File: config.mk
export PLATFORM = sky130hd
export DESIGN_NAME = ccsds_asm_randomizer
export DESIGN_NICKNAME = d
export VERILOG_FILES = /design/src/rtl/ccsds_asm_randomizer.sv
export SDC_FILE = /design/constraint.sdc
export NUM_CORES = 1
export LEC_CHECK = 0
export CAP_MARGIN = 40
export CORE_MARGIN = 5
export CORE_UTILIZATION = 57
export CTS_CLUSTER_DIAMETER = 100
export DETAILED_ROUTE_END_ITERATION = 16
export PLACE_DENSITY = 0.75
export SYNTH_ARGS = -nofsm -noshare
export SYNTH_HDL_FRONTEND = slang
export SYNTH_SLANG_ARGS = --single-unit
File: constraint.sdc
create_clock -name clk -period 2.5 [get_ports clk]
set_input_delay 0.5 -clock clk [delete_from_list [all_inputs] [get_ports clk]]
set_output_delay 0.5 -clock clk [all_outputs]
set_load 0.01 [all_outputs]
File: src/rtl/ccsds_asm_randomizer.sv
// CCSDS channel framer: prepends the attached sync marker to each LDPC codeword
// and optionally XORs the codeword bits with the CCSDS pseudo-random sequence.
module ccsds_asm_randomizer #(
   parameter logic [31:0] ASM     = 32'h1ACFFC1D,
   parameter bit          RAND_EN = 1'b1,
   parameter int          CW_LEN  = 8160
) (
   input  logic clk,
   input  logic rst,
   input  logic s_axis_tdata,
   input  logic s_axis_tvalid,
   output logic s_axis_tready,
   input  logic s_axis_tlast,
   output logic m_axis_tdata,
   output logic m_axis_tvalid,
   input  logic m_axis_tready,
   output logic m_axis_tlast,
   output logic len_err
);

   localparam logic [15:0] LAST_N = 16'(CW_LEN - 1);

   typedef enum logic [1:0] {
      IDLE = 2'd0,
      SYNC = 2'd1,
      DATA = 2'd2
   } state_t;

   state_t      state_r;
   state_t      state_next_s;
   logic [4:0]  k_r;
   logic [15:0] n_r;
   logic [7:0]  lfsr_r;
   logic        len_err_r;

   logic        m_xfer_s;
   logic        data_xfer_s;
   logic        frame_end_s;
   logic        at_last_s;
   logic        len_bad_s;

   // lfsr holds p(n)..p(n+7) with p(n) in bit 7; p(n+8) = p(n+7)^p(n+5)^p(n+3)^p(n)
   function automatic logic [7:0] pn_step(input logic [7:0] sr);
      return {sr[6:0], sr[7] ^ sr[4] ^ sr[2] ^ sr[0]};
   endfunction

   assign m_xfer_s    = m_axis_tvalid & m_axis_tready;
   assign data_xfer_s = (state_r == DATA) & m_xfer_s;
   assign frame_end_s = data_xfer_s & m_axis_tlast;
   assign at_last_s   = (n_r == LAST_N);
   assign len_bad_s   = s_axis_tlast ^ at_last_s;
   assign len_err     = len_err_r;

   // State, counters, randomizer and length-error pulse
   always_ff @(posedge clk) begin
      if (rst) begin
         state_r   <= IDLE;
         k_r       <= 5'd0;
         n_r       <= 16'd0;
         lfsr_r    <= 8'hFF;
         len_err_r <= 1'b0;
      end else begin
         state_r   <= state_next_s;
         len_err_r <= data_xfer_s & len_bad_s;
         if ((state_r == SYNC) && m_axis_tready) begin
            k_r <= k_r + 5'd1;
         end
         if (frame_end_s) begin
            k_r    <= 5'd0;
            n_r    <= 16'd0;
            lfsr_r <= 8'hFF;
         end else if (data_xfer_s) begin
            n_r    <= n_r + 16'd1;
            lfsr_r <= pn_step(lfsr_r);
         end
      end
   end

   // Next-state decision
   always_comb begin
      state_next_s = state_r;
      case (state_r)
         IDLE: begin
            if (s_axis_tvalid) begin
               state_next_s = SYNC;
            end else begin
               state_next_s = IDLE;
            end
         end
         SYNC: begin
            if (m_axis_tready && (k_r == 5'd31)) begin
               state_next_s = DATA;
            end else begin
               state_next_s = SYNC;
            end
         end
         DATA: begin
            if (frame_end_s) begin
               state_next_s = s_axis_tvalid ? SYNC : IDLE;
            end else begin
               state_next_s = DATA;
            end
         end
         default: state_next_s = IDLE;
      endcase
   end

   // Output decode; DATA is a zero-latency pass-through of the handshake
   always_comb begin
      m_axis_tvalid = 1'b0;
      s_axis_tready = 1'b0;
      m_axis_tdata  = 1'b0;
      m_axis_tlast  = 1'b0;
      case (state_r)
         IDLE: begin
            m_axis_tvalid = 1'b0;
         end
         SYNC: begin
            m_axis_tvalid = 1'b1;
            m_axis_tdata  = ASM[5'd31 - k_r];
         end
         DATA: begin
            m_axis_tvalid = s_axis_tvalid;
            s_axis_tready = m_axis_tready;
            m_axis_tdata  = s_axis_tdata ^ (RAND_EN & lfsr_r[7]);
            m_axis_tlast  = s_axis_tvalid & (s_axis_tlast | at_last_s);
         end
         default: begin
            m_axis_tvalid = 1'b0;
         end
      endcase
   end

endmodule
# After elaboration in Yosys (flattened, before gate mapping)

Memories as Yosys holds them, arrays and structs flattened.
Cells that the tools add are included.

Memories: 1
Word-level logic and storage cells: 38
Flip-flop bits (word level): 32
Memory bits (read-only): 32
Output and inout port bits: 5
Bits of input ports: 6

Mux-type cells: 9
Add/subtract/negate cells: 3
Magnitude comparators: 1
Reduce and logical (&&, ||, !) cells: 4
Bitwise logic cells: 11
Equality and inequality tests: 4

Memory list:

| memory           | words | bits a word | rd ports | clocked after Yosys merged registers in | write ports | line | RTL |
|---|---|---|---|---|---|---|---|
| (name not given) | 32    | 1           | 1        | 0                                       | 0           | 120  | `m_axis_tdata = ASM[5'd31 - k_r];` |

Operators with widths:

| operator              | number |
|---|---|
| $add 16x1->16 const B | 1 |
| $eq 16x13->1 const B  | 1 |
| $lt 5x6->1 const B    | 1 |
| $pmux 2 s3            | 1 |
| $add 5x1->5 const B   | 1 |
| $and 1x1->1           | 5 |
| $eq 5x5->1 const B    | 1 |
| $sub 5x5->5 const A   | 1 |
| $xor 1x1->1           | 5 |
| $mux 1                | 4 |
| $mux 2                | 2 |
| $pmux 1 s2            | 2 |
| $eq 2x1->1 const B    | 1 |
| $eq 2x2->1 const B    | 1 |
| $logic_and 1x1->1     | 2 |
| $logic_not 2->1       | 1 |
| $reduce_or 2->1       | 1 |
| $or 1x1->1            | 1 |

# Depth between registers and ports, before layout

Gate-level depths: netlist of run 1.

Depth after elaboration: 7
Depth in mapped cells: 9
Depth with buffers taken out: 7

# Worst setup path before layout of run 1

Ideal clock, no wire load.

Kind: reg-to-reg
Start point: register n_r[6]
End point: register n_r[0]
Slack: 317 ps
Arrival: 2,055 ps
Buffers on the path: 1
Library setup time: 128 ps
Data required time: 2,372 ps
Stages on the path, launching flop included: 9
Clock period less this slack: 2,183 ps
Path through: dfxtp_1 -> and4_1 -> nand4_1 -> or3_1 -> ha_1 -> nor3_1 -> or2_2 -> clkbuf_1 -> nor2_1

Longest elaborated chain between the ends: 6

RTL lines:

| element                   | line | RTL |
|---|---|---|
| from (decl)               | 32   | `logic [15:0] n_r;` |
| from (signal assigned)    | 73   | `n_r <= n_r + 16'd1;` |
| $eq 16x13->1              | 50   | `assign at_last_s = (n_r == LAST_N);` |
| $or 1x1->1                | 126  | `m_axis_tlast = s_axis_tvalid & (s_axis_tlast \| at_last_s);` |
| $and 1x1->1               | 126  |  |
| $mux 1                    | 114  | `case (state_r)` |
| $and 1x1->1               | 49   | `assign frame_end_s = data_xfer_s & m_axis_tlast;` |
| $reduce_or 2->1 (no line) | n/a  |  |

Every way passes these cells.
A chain may end at the register's enable or synchronous reset.

# Worst setup path after layout of run 1

Start point: register k_r[0]
End point: output port m_axis_tdata

Longest elaborated chain between the ends: 4

RTL lines:

| element                      | line | RTL |
|---|---|---|
| from (decl)                  | 31   | `logic [4:0] k_r;` |
| from (signal assigned)       | 66   | `k_r <= k_r + 5'd1;` |
| $sub 5x5->5                  | 120  |  |
| $mem_v2 32x1                 | n/a  |  |
| $mux 1 (not written as such) | 120  |  |
| $pmux 1 s2                   | 114  |  |
| to (decl)                    | 14   | `output logic m_axis_tdata,` |

Every way passes these cells. The select of a mux whose other input is x is not followed.

==> parameters.txt, run 1 <==
Parameter                              Value

Status
  Result of the run    complete, no violations

Power and ir drop
  Peak ir drop on the vdd network    between 0.4 and 0.5 mV
  P_leak    0.748 nW
  Pwr Density    between 400 and 500 nW/um^2

Yosys
  FFs w/ async S/R, synth    0%
  Cell area after technology mapping    ~1600 um^2
  Synthesized area per cell    ~8.5 um^2
  Number of instances in the synthesized netlist    between 150 and 200
  Synthesis Warnings    0
  Number of distinct library cells after synthesis    36
  Share of synthesized area occupied by flip-flops and latches    40.8%
  Predominant post-synthesis flop cell    sky130_fd_sc_hd__dfxtp_1
  Number of synthesized flops with an enable pin    0
  Synthesized Nets    between 150 and 200
  #FFs+latches synth    32

Routing
  Detailed Route WL    around 3100 um
  Number of iterations in the first detailed-routing pass    4
  Initial DRC count    99
  Vias per std cell    5.64
  Avg WL per Cell    around 13 um
  Post-route DRC    0
  Antenna-violating nets left    0
  Vias    1,348

STA
  Highest Clock Rate    roughly 420 MHz
  Worst hold margin    around 0.47 ns
  Actual transition at the worst max-transition pin    a little under 0.5 ns
  Final period util    about 94%
  Final setup violating endpoints    0
  Minimum clock period    between 2 and 2.5 ns
  Setup TNS    0 ns
  Worst-case setup margin in the final layout    0.142 ns
  Worst slew margin    67.0%
  Final slew viol count    0
  Unrepaired setup endpoints after global routing    false
  Clock Skews    approximately 0.011 ns
  Final Hold Vio Count    0

Critical path
  Max stage delay cell, worst path    sky130_fd_sc_hd__dfxtp_4
  CP arrival    between 1.5 and 2 ns
  Depth of the worst register-to-register path    7
  Critical path cell sequence    ha_1 -> or2_2 -> a21oi_2 -> o21bai_1 -> a32o_1 -> clkdlybuf4s15_1
  Class of the most critical setup path    reg -> out
  Largest stage delay on the critical path    roughly 0.37 ns
  Critical path peak fanout    5
  Critical Path RT    2.00 ns
  Kind of start point of the critical path    flip-flop
  Kind of end point of the critical path    output port

Floorplan
  Effective utilization at floorplan    roughly three fifths
  Horiz. Die Dim    approximately 62 um
  Die Y    about 62 um
  Floorplan die area    just under 4000 um^2
  Standard-cell row count    19
  Number of ports placed on the die boundary    11
  Core area    around 2700 um^2

CTS
  Clock tree root driver cell    sky130_fd_sc_hd__clkbuf_4
  Clock-pin transition on the worst setup and hold timing paths    about 0.10 ns
  Hold buffer count at cts    0
  Longest Clk Path Bufs    2
  TritonCTS clock tree    done
  Number of clock sinks seen by CTS    32
  Clock insertion delay at the later pin of the skew report    ~0.33 ns
  Number of buffers inserted during clock tree synthesis    5
  Total number of H-tree levels    2

Global routing
  Total global-route track usage    approximately 18%
  Grt total ovfl    0
  Via count of the first global-routing pass    1,303
  Largest net degree at the start of global routing    22
  Antenna violations before repair    0
  First-pass GRT wire length    between 5000 and 6000 um

Finish
  Net total in the final layout    around 220
  Commonest cells after routing, fill and taps aside    32 x sky130_fd_sc_hd__nand2_1, 27 x sky130_fd_sc_hd__dfxtp_1, 18 x sky130_fd_sc_hd__nor2_1
  Signed area change from the synthesized netlist to the final layout    18.8%
  Ratio of cells with drive above 1 in the final layout    about 17%
  Most common cell after layout, fill and taps aside    sky130_fd_sc_hd__nand2_1
  Number of diodes added for antenna fixing    0

Place
  Post-place setup slack    -0.0252 ns
  Total of buffers placed on input and output ports    10
  DP Wirelength    around 2300 um
  Gpl congestion    about 0.78

Hold path
  Number of cells on the worst hold path    2
  Classification of the worst-slack hold path    reg -> reg

Flow run
  Max-Cap Viols    0
[area by class of cell]
cell class | instances | area (um^2)
timing repair buffer | 23 | 193
inverter | 3 | 11.3
tap | 31 | 38.8
clock buffer | 7 | 65.1
fill | 220 | 822
multi-input combinational | 143 | 907
sequential | 32 | 649
[sequential cells by signal, indices dropped and copies added, names as in the netlist]
signal	count
n_r	16
lfsr_r	8
k_r	5
state_r	2
len_err	1
[Yosys cell counts (4+ instances only)]
cell | number | area share (%)
sky130_fd_sc_hd__ha_1 | 8 | 6.4
sky130_fd_sc_hd__xor2_1 | 12 | 6.7
sky130_fd_sc_hd__nand4_1 | 8 | 3.2
sky130_fd_sc_hd__nor2_1 | 18 | 4.3
sky130_fd_sc_hd__o21ai_0 | 4 | 1.3
sky130_fd_sc_hd__or3_1 | 5 | 2.0
sky130_fd_sc_hd__nand2_1 | 32 | 7.7
sky130_fd_sc_hd__nand3_1 | 14 | 4.5
sky130_fd_sc_hd__dfxtp_1 | 32 | 41
sky130_fd_sc_hd__a21oi_1 | 10 | 3.2
[timing repair]
item,4_1_cts,5_1_grt
pin swaps,1,2
endpoints found under the setup margin,2,3
gates resized for setup,5,13
setup buffers,1,0
[critical path: cells and delay by family (launching register included)]
family	cells	cell delay, ns
AO/OA/AOI/OAI	3	0.42
flip-flops	1	0.37
AND/OR/NAND/NOR	1	0.29
buffers and inverters	1	0.23
adder cells (fa/ha/maj)	1	0.22
[cell families (layout without fill, tap and decap cells)]
kind of cell	count (synthesis)	count (layout)	synth area share (%)
AOI/OAI and AO/OA	22	22	8.85
xor gates and xnor gates	16	16	9.81
adders and majority gates	8	8	6.38
buffers and inverters	10	33	3.11
DFF	32	32	40.8
muxes	1	1	0.718
and+or+nand+nor	96	96	30.3
[metal layers]
layer  track usage (%)  vias up  wire [um]
met3              6.12        6        115
met4              6.90        0         46
li1                  -      692          -
met2              28.5       14       1540
met1              21.2      636       1420
met5                 0        -          0
[power breakdown]
part | switching (W) | leakage, nW | internal, W
clock network | 0.000167 | 0.0374 | 0.000159
logic | 0.0000277 | 0.450 | 0.0000228
registers | 0.00000347 | 0.261 | 0.000512
[final timing paths]
kind | to | slack [ns] | from
setup / recovery | m_axis_tdata | 0.14 | k_r[0]
hold / removal | lfsr_r[7] | 0.47 | lfsr_r[6]
setup reg to reg | n_r[7] | 0.38 | n_r[14]
hold reg to reg | lfsr_r[7] | 0.47 | lfsr_r[6]
[per-stage QoR]
step                      cells  power, W  utilization [%]  cell area, um^2
after floorplan             185  0.000555                -             1570
after global placement      231  0.000573             65.5             1760
after detailed placement    231  0.000575             65.5             1760
after CTS                   239  0.000898             68.3             1830
after global routing        239  0.000944             69.4             1860
final                       239  0.000892             69.4             1860
Power figures use the tool's default switching activity.
==> run 2, diff against run 1 <==
CORE_UTILIZATION = 65   (was 57)
CTS_BUF_LIST = sky130_fd_sc_hd__clkbuf_4 sky130_fd_sc_hd__clkbuf_8   (was unset)
PLACE_DENSITY = 0.84   (was 0.75)
clock period = 2.82 ns   (was 2.5 ns; I/O delays follow)
==> run 2 against run 1 <==
  * Combinational power fell by 19%
  * Register-to-register slack improved by 0.07 ns
  * Clock skew fell by 0.0015 ns
  * Sequential share of layout area rose by 1.1 points
  * Global-route usage rose by 2.5 points
  * Wire length fell by 2.5%
  * Sequential cell count did not move
  * Clock power rose by 7.4%
  * Setup slack got worse by 0.010 ns
  * Final area fell by 4.1%
  * Via count fell by 3.6%
  * Largest power group unchanged
==> parameters.txt, run 2 (synthesis results as in run 1) <==
Parameter                              Value

Status
  Result of the run    complete, no violations

Place
  DP Wirelength    2210 um
  Gpl congestion    roughly 0.79
  Total of buffers placed on input and output ports    10
  Post-place setup slack    approximately 0.17 ns

Routing
  Vias    roughly 1,300
  Vias per std cell    roughly 5.7
  Antenna-violating nets left    0
  Post-route DRC    0
  Avg WL per Cell    between 10 and 15 um
  Number of iterations in the first detailed-routing pass    4
  Detailed Route WL    about 3000 um
  Initial DRC count    44

CTS
  Number of clock sinks seen by CTS    32
  Longest Clk Path Bufs    2
  Total number of H-tree levels    2
  TritonCTS clock tree    done
  Clock tree root driver cell    sky130_fd_sc_hd__clkbuf_4
  Number of buffers inserted during clock tree synthesis    5
  Hold buffer count at cts    0
  Clock-pin transition on the worst setup and hold timing paths    about 0.1 ns
  Clock insertion delay at the later pin of the skew report    between 0.3 and 0.4 ns

Power and ir drop
  P_leak    between 0.7 and 0.8 nW
  Peak ir drop on the vdd network    between 0.3 and 0.4 mV
  Pwr Density    about 470 nW/um^2

Global routing
  Largest net degree at the start of global routing    22
  First-pass GRT wire length    between 5000 and 6000 um
  Total global-route track usage    between 20% and 30%
  Antenna violations before repair    0
  Via count of the first global-routing pass    around 1,300
  Grt total ovfl    0

Floorplan
  Floorplan die area    3500 um^2
  Die Y    approximately 60 um
  Standard-cell row count    17
  Horiz. Die Dim    between 50 and 60 um
  Effective utilization at floorplan    a little over two thirds
  Number of ports placed on the die boundary    11
  Core area    approximately 2300 um^2

Hold path
  Number of cells on the worst hold path    2
  Startpoint of the lowest-slack hold path    lfsr_r[3]
  Classification of the worst-slack hold path    reg -> reg

Finish
  Ratio of cells with drive above 1 in the final layout    9.95%
  Register with the most flip-flops    n_r
  Count of fill cells added during filler insertion    around 170
  Multi-input combinational cell area    882 um^2
  Max reg flops    16
  Number of diodes added for antenna fixing    0
  Net total in the final layout    around 210
  Commonest cells after routing, fill and taps aside    32 x sky130_fd_sc_hd__nand2_1, 30 x sky130_fd_sc_hd__dfxtp_1, 18 x sky130_fd_sc_hd__nor2_1
  Signed area change from the synthesized netlist to the final layout    14.0%
  Registers with the highest flip-flop counts    n_r: 16 flops, lfsr_r: 8 flops, k_r: 5 flops
  Area used by sequential logic in the layout    about 640 um^2
  Most common cell after layout, fill and taps aside    sky130_fd_sc_hd__nand2_1

Critical path
  Critical Path RT    2.26 ns
  Kind of start point of the critical path    flip-flop
  Depth of the worst register-to-register path    7
  Start point of the critical path    k_r[0]
  Class of the most critical setup path    reg -> out
  CP arrival    ~2.1 ns
  Critical path peak fanout    5
  R2r startpoint    n_r[8]
  Kind of end point of the critical path    output port
  Minimum setup slack among reg-to-reg paths    around 0.45 ns
  Capture instance of the worst register-to-register path    n_r[8]
  Critical path capture point    m_axis_tdata

STA
  Worst slew margin    approximately two thirds
  Setup TNS    0 ns
  Worst-case setup margin in the final layout    around 0.13 ns
  Actual transition at the worst max-transition pin    a little under 0.5 ns
  Final Hold Vio Count    0
  Clock Skews    0.00957 ns
  Unrepaired setup endpoints after global routing    false
  Minimum clock period    roughly 2.7 ns
  Final slew viol count    0
  Final period util    95.3%
  Highest Clock Rate    between 300 and 400 MHz
  Final setup violating endpoints    0

Flow run
  Max-Cap Viols    0
## run 2: metal layers
layer,up-vias,track usage [%],wire length (um)
met2,11,34.7,1570
met5,-,0,0
met3,4,3.92,66
met4,0,9.39,38
li1,676,-,-
met1,608,23.8,1370
## run 2: repair_timing
action,in CTS,in global routing
setup endpoints to repair,1,1
gates resized for setup,3,1
buffers inserted,1,0
## run 2: layout make-up
class	count	area share [%]
Timing Repair Buffer	15	7.63
Clock inverter	2	1.96
Inverter	3	0.630
Clock buffer	6	2.52
Multi-Input combinational cell	143	49.3
Sequential cell	32	36.0
Tap cell	28	1.96
## run 2: where the power goes
| part | leakage (nW) | switching [W] | internal (W) |
|---|---|---|---|
| Combinational | 0.407 | 0.0000228 | 0.0000180 |
| Clock | 0.0456 | 0.000155 | 0.000195 |
| Sequential | 0.259 | 0.00000318 | 0.000454 |
| Total | 0.712 | 0.000181 | 0.000668 |
## run 2: per-stage QoR
stage | power, W | instances | hold WS (ns) | util [%] | instance area [um^2]
3_5_place_dp | 0.000509 | 220 | 0.455 | 75.2 | 1700
5_1_grt | 0.000880 | 229 | 0.509 | 79.3 | 1790
6_report | 0.000848 | 229 | 0.466 | 79.3 | 1790
4_1_cts | 0.000853 | 229 | 0.471 | 79.2 | 1790
3_3_place_gp | 0.000508 | 220 | 0.445 | 75.2 | 1700
2_1_floorplan | 0.000492 | 185 | 0.440 | - | 1570
## run 2: how the worst min path moves through the flow
stage                     end  slack, ns
CTS                 lfsr_r[4]       0.47
global route        lfsr_r[4]       0.51
global placement    lfsr_r[2]       0.44
floorplan           lfsr_r[2]       0.44
finish              lfsr_r[4]       0.47
detailed placement  lfsr_r[6]       0.45
## run 2: worst max-delay path, stage by stage, from the launching register on
cell and delay [ns]:
sky130_fd_sc_hd__dfxtp_1 0.37, sky130_fd_sc_hd__ha_1 0.25, sky130_fd_sc_hd__or2_2 0.27, sky130_fd_sc_hd__a21oi_1 0.14, sky130_fd_sc_hd__o21bai_1 0.08, sky130_fd_sc_hd__a32o_1 0.21
sky130_fd_sc_hd__clkdlybuf4s50_1 0.47
